===== config.mk =====
export PLATFORM = sky130hd
export DESIGN_NAME = reg_demux4
export DESIGN_NICKNAME = d
export VERILOG_FILES = /design/src/rtl/reg_demux4_pkg.sv /design/src/rtl/reg_demux4_slot.sv /design/src/rtl/reg_demux4.sv
export SDC_FILE = /design/constraint.sdc
export NUM_CORES = 1
export LEC_CHECK = 0
export ABC_CLOCK_PERIOD_IN_PS = 3400
export BUFFER_PORTS_ARGS = -buffer_cell sky130_fd_sc_hd__buf_2
export CAP_MARGIN = 20
export CELL_PAD_IN_SITES_DETAIL_PLACEMENT = 1
export CELL_PAD_IN_SITES_GLOBAL_PLACEMENT = 2
export CORE_ASPECT_RATIO = 2
export CORE_MARGIN = 5
export CORE_UTILIZATION = 31
export CTS_CLUSTER_SIZE = 24
export DETAILED_ROUTE_END_ITERATION = 6
export PLACE_DENSITY_LB_ADDON = 0.1
export SLEW_MARGIN = 20
export SYNTH_ARGS = -nofsm -noshare
export SYNTH_HDL_FRONTEND = slang
export SYNTH_SLANG_ARGS = --single-unit

===== constraint.sdc =====
create_clock -name Clk -period 3.4 [get_ports Clk]
set_clock_uncertainty 0.2 [all_clocks]
set_input_delay 0.68 -clock Clk [delete_from_list [all_inputs] [get_ports Clk]]
set_output_delay 0.68 -clock Clk [all_outputs]
set_load 0.02 [all_outputs]

===== src/rtl/reg_demux4_pkg.sv =====
// Shared definitions for the registered 1-to-4 demultiplexer: slot index
// constants, default widths and the slot-advance helper.
package reg_demux4_pkg;

  localparam int DEFAULT_INPUT_BIT_WIDTH = 8;
  localparam int DEFAULT_BUS_WIDTH       = 2;
  localparam int NUM_SLOTS               = 4;

  localparam int SLOT_A = 0;
  localparam int SLOT_B = 1;
  localparam int SLOT_C = 2;
  localparam int SLOT_D = 3;

  // Next slot in A,B,C,D order; D wraps back to A.
  function automatic logic [DEFAULT_BUS_WIDTH-1:0] nextSlot(
    input logic [DEFAULT_BUS_WIDTH-1:0] slot
  );
    return slot + DEFAULT_BUS_WIDTH'(1);
  endfunction

endpackage


===== src/rtl/reg_demux4_slot.sv =====
// One-entry holding register with a valid flag. Load writes a new word and
// sets Valid; Drain (consumer ready) clears Valid unless a load lands in the
// same cycle. Data keeps its last value after a drain.
module reg_demux4_slot #(
  parameter int WIDTH = 8
) (
  input  logic             Clk,
  input  logic             Reset,
  input  logic             Load,
  input  logic             Drain,
  input  logic [WIDTH-1:0] LoadData,
  output logic [WIDTH-1:0] Data,
  output logic             Valid
);

  // Slot state: load has priority over drain so fill+drain keeps Valid high.
  always_ff @(posedge Clk) begin
    // NOTE: sequential state uses <= so every register samples pre-edge values.
    if (Reset) begin
      // NOTE: the data word is reset too; consumers see 0, not stale words, after reset.
      Data  <= '0;
      Valid <= 1'b0;
    end else if (Load) begin
      Data  <= LoadData;
      Valid <= 1'b1;
    end else if (Drain) begin
      Valid <= 1'b0;
    end
  end

endmodule


===== src/rtl/reg_demux4.sv =====
// Registered 1-to-4 demultiplexer with per-slot valid/ready handshakes.
// Optional feature: define REG_DEMUX4_ROUND_ROBIN_EN to ignore Select and
// route words A,B,C,D,A,... with an internal pointer that advances on accept.
// InputReady is combinational from Select (or the pointer), slot valid and
// the selected consumer's ready; all outputs to consumers are registered.
module reg_demux4
  import reg_demux4_pkg::*;
#(
  parameter int INPUT_BIT_WIDTH = DEFAULT_INPUT_BIT_WIDTH,
  parameter int BUS_WIDTH       = DEFAULT_BUS_WIDTH
) (
  input  logic                       Clk,
  input  logic                       Reset,
  input  logic [INPUT_BIT_WIDTH-1:0] Input,
  input  logic                       InputValid,
  output logic                       InputReady,
  input  logic [BUS_WIDTH-1:0]       Select,
  output logic [INPUT_BIT_WIDTH-1:0] OutputA,
  output logic [INPUT_BIT_WIDTH-1:0] OutputB,
  output logic [INPUT_BIT_WIDTH-1:0] OutputC,
  output logic [INPUT_BIT_WIDTH-1:0] OutputD,
  output logic                       OutputValidA,
  output logic                       OutputValidB,
  output logic                       OutputValidC,
  output logic                       OutputValidD,
  input  logic                       OutputReadyA,
  input  logic                       OutputReadyB,
  input  logic                       OutputReadyC,
  input  logic                       OutputReadyD
);

  logic [BUS_WIDTH-1:0]       activeSlot;
  logic [NUM_SLOTS-1:0]       slotValid;
  logic [NUM_SLOTS-1:0]       slotReady;
  logic [NUM_SLOTS-1:0]       slotLoad;
  logic [INPUT_BIT_WIDTH-1:0] slotData [NUM_SLOTS];
  logic                       accept;

  assign slotReady = {OutputReadyD, OutputReadyC, OutputReadyB, OutputReadyA};

`ifdef REG_DEMUX4_ROUND_ROBIN_EN
  logic [BUS_WIDTH-1:0] rrPointer;
  logic                 unusedSelect;

  // Round-robin pointer: moves only on an accepted word, so a blocked slot stalls the stream.
  always_ff @(posedge Clk) begin
    if (Reset) begin
      rrPointer <= '0;
    end else if (accept) begin
      rrPointer <= nextSlot(rrPointer);
    end
  end

  assign activeSlot   = rrPointer;
  assign unusedSelect = ^Select;
`else
  assign activeSlot = Select;
`endif

  // A full slot still accepts when its consumer drains it in the same cycle.
  assign InputReady = !slotValid[activeSlot] | slotReady[activeSlot];
  assign accept     = InputValid & InputReady;

  // Load decode: at most one slot loads, and only on an accepted word.
  always_comb begin
    // NOTE: default assigned first so no path leaves slotLoad unassigned (no latch).
    slotLoad = '0;
    if (accept) begin
      slotLoad[activeSlot] = 1'b1;
    end
  end

  for (genvar i = 0; i < NUM_SLOTS; i++) begin : gSlot
    reg_demux4_slot #(
      .WIDTH(INPUT_BIT_WIDTH)
    ) uSlot (
      .Clk     (Clk),
      .Reset   (Reset),
      .Load    (slotLoad[i]),
      .Drain   (slotReady[i]),
      .LoadData(Input),
      .Data    (slotData[i]),
      .Valid   (slotValid[i])
    );
  end

  assign OutputA      = slotData[SLOT_A];
  assign OutputB      = slotData[SLOT_B];
  assign OutputC      = slotData[SLOT_C];
  assign OutputD      = slotData[SLOT_D];
  assign OutputValidA = slotValid[SLOT_A];
  assign OutputValidB = slotValid[SLOT_B];
  assign OutputValidC = slotValid[SLOT_C];
  assign OutputValidD = slotValid[SLOT_D];

endmodule


==> key figures <==
Logic synthesis
  – Largest family of logic cells by synthesized area: multiplexers
  – Net Count, Synth: 151
  – Mapped Avg Cell Area: 10.8 um2
  – Top area cells in the synthesized netlist: dfxtp_1 (50%), mux2i_1 (22%), nand2b_1 (19%)
  – Yosys warnings: 0
  – Cell Area, Synth: 1450 um2
  – Synth unique cells: 16
  – Top cell type's share of synthesized area: 49.6%
  – Count of state elements after synthesis: 36
  – Synth Instances: 134
  – Synth area leader: dfxtp_1
  – Post-synthesis mux area share: 23.6%
  – Simple-gate portion of the synthesized area: 22.6%
  – Post-synthesis compound-gate area fraction: 1.38%
  – Synth Area in Adders: 0%
  – XOR/XNOR share of the synthesized area: 0%
  – Post-synthesis sequential area ratio: 49.6%

Setup path
  – Worst endpoint required time: 2.52 ns
  – Setup CP Type: input pin to output pin
  – Crit path buf inv count: 2
  – Worst path most repeated cell: buf_2
  – CP peak stage delay: 0.48 ns
  – Critical path cell sequence: buf_2, nand2b_1, mux4_2, buf_2
  – CP delay by family, top: multiplexers
  – Critical path arrival: 1.60 ns
  – Worst setup EP type: output pin
  – Critical path startpoint category: input pin
  – CP max-delay cell: mux4_2
  – Crit path max fanout: 3

Global routing
  – Vias in the first global route: 1307
  – Initial antenna violation count: 0
  – Global-route wire length before repair: 6300 um
  – Pin count of the biggest net entering global routing: 45
  – GRT Util Overall: 13.5%
  – Gr ovfl total: 0

Drt
  – Post-route ant nets: 0
  – Number of vias per cell: 4.70
  – Via count: 1137
  – DR DRC count: 0
  – Final WL: 3850 um
  – First-pass iteration count of the detailed router: 4
  – DR WL/cell: 15.9 um
  – First DRT Iteration DRCs: 27

Job
  – Max-Cap Viols: 0

Placed design
  – Port bufs: 53
  – Dpl hpwl: 2910 um
  – Final Wtd Congestion: 0.784
  – Setup WS pre-CTS: 0.918 ns

Timing
  – Crit share post-route: 73.0%
  – Fin crit period: 2.48 ns
  – RSZ-0062 raised after global routing: no
  – Setup_tns: 0 ns
  – Hold WS: 0.279 ns
  – Headroom to the max-slew limit: 52.7%
  – Slew Viols, Final: 0
  – Final worst slack: 0.919 ns
  – Fmax: 403 MHz
  – Least-Margin Pin Slew: 0.707 ns
  – Final hold violation count: 0
  – # setup viols final: 0

Power and ir drop
  – Total power: 0.850 mW
  – Peak VDD IR: 327 uV
  – Pwr/cell area: 463 nW/um2
  – Leakage power: 0.939 nW

Floorplanning
  – Num rows: 35
  – Die width: 58.4 um
  – # IOs: 54
  – Die Ht: 107 um
  – Core area: 4600 um2
  – Total die area: 6240 um2
  – Starting Density: 31.6%

Finish
  – Layout cells sized above 1: 32.1%
  – Fillers: 545
  – Final #Nets: 203
  – Commonest non-fill, non-tap cell in the layout: buf_2
  – Most frequent cells in the layout: buf_2 (53), nand2b_1 (44), dfxtp_1 (36)
  – Antenna Cells: 0
  – Syn-to-layout area delta: 26.4%
  – Core Util, Final: 39.9%

Clock tree
  – Root Buffer: clkbuf_8
  – Clk pin slew, worst setup/hold paths: 0.07 ns
  – CTS buffer count: 5
  – Clk sinks: 36
  – Post-CTS setup buffers: 0
  – Clock Latency Late Sink: 0.28 ns
  – TritonCTS clock tree: done
  – H-tree depth: 2
  – Hold_buf cts: 0
  – # resized after CTS: 0
  – Deepest clock path buffer count: 2

Hold path
  – Worst min path class: flop to flop

Outcome
  – Status: finished, final reports clean
==> where the power goes <==
group / internal (mW) / leakage, nW / switching [mW] / total [mW]
clock: 0.165 / 0.0455 / 0.143 / 0.308
sequential: 0.437 / 0.293 / 0.00763 / 0.444
combinational: 0.0406 / 0.601 / 0.0572 / 0.0978
total: 0.643 / 0.939 / 0.208 / 0.850
==> sequential cells by signal (all words and copies together), names as in the netlist <==
| signal | count |
|---|---|
| gSlot.uSlot.Data | 32 |
| gSlot.uSlot.Valid | 4 |
==> kinds of logic (layout without fill, tap and decap cells) <==
kind of cell	count (synthesis)	count (layout)
flip-flops	36	36
AO/OA/AOI/OAI	4	4
multiplexers	33	33
buffers and inverters	8	61
AND/OR/NAND/NOR	53	53
==> final cells by class <==
type	count	area (um2)	share of cell area [%]
sequential	36	721	39.3
multi-input combinational	90	691	37.6
timing repair buffer	53	265	14.5
clock buffer	8	90.1	4.91
tap	55	68.8	3.75
==> synth_stat cells, drive strengths merged <==
library cell	count
a21oi	4
and3	1
buf	4
clkbuf	4
dfxtp	36
mux2i	32
mux4	1
nand2	1
nand2b	44
nand3	1
nand3b	1
nand4	1
nor2b	2
nor3	1
or3	1
==> per-stage QoR <==
step                area [um2]  std cells
detailed placement        1750        234
floorplan                 1450        134
global placement          1750        234
finish                    1840        242
global route              1840        242
CTS                       1840        242
==> tightest hold or removal path, delay by kind of cell (launching register included) <==
kind	cells	cell delay, ns
DFF	1	0.31
muxes	1	0.06
and+or+nand+nor	1	0.06
==> worst paths after layout <==
check                           cells past startpoint  slack (ns)                     end                   start
worst min-delay path                                2        0.28  gSlot[1].uSlot.Data[1]  gSlot[1].uSlot.Data[1]
worst max-delay path                                4        0.92              InputReady            OutputReadyD
worst max register to register                      3        1.74  gSlot[3].uSlot.Data[4]    gSlot[3].uSlot.Valid
worst min register to register                      2        0.28  gSlot[1].uSlot.Data[1]  gSlot[1].uSlot.Data[1]
==> routing by layer <==
layer | track usage (%) | vias up | share of wire (%)
li1 | - | 549 | -
met1 | 13.1 | 528 | 35
met5 | 0 | - | 0
met3 | 3.49 | 11 | 6.9
met2 | 25.2 | 49 | 55
met4 | 6.47 | 0 | 2.5
Power figures use the tool's default switching activity.
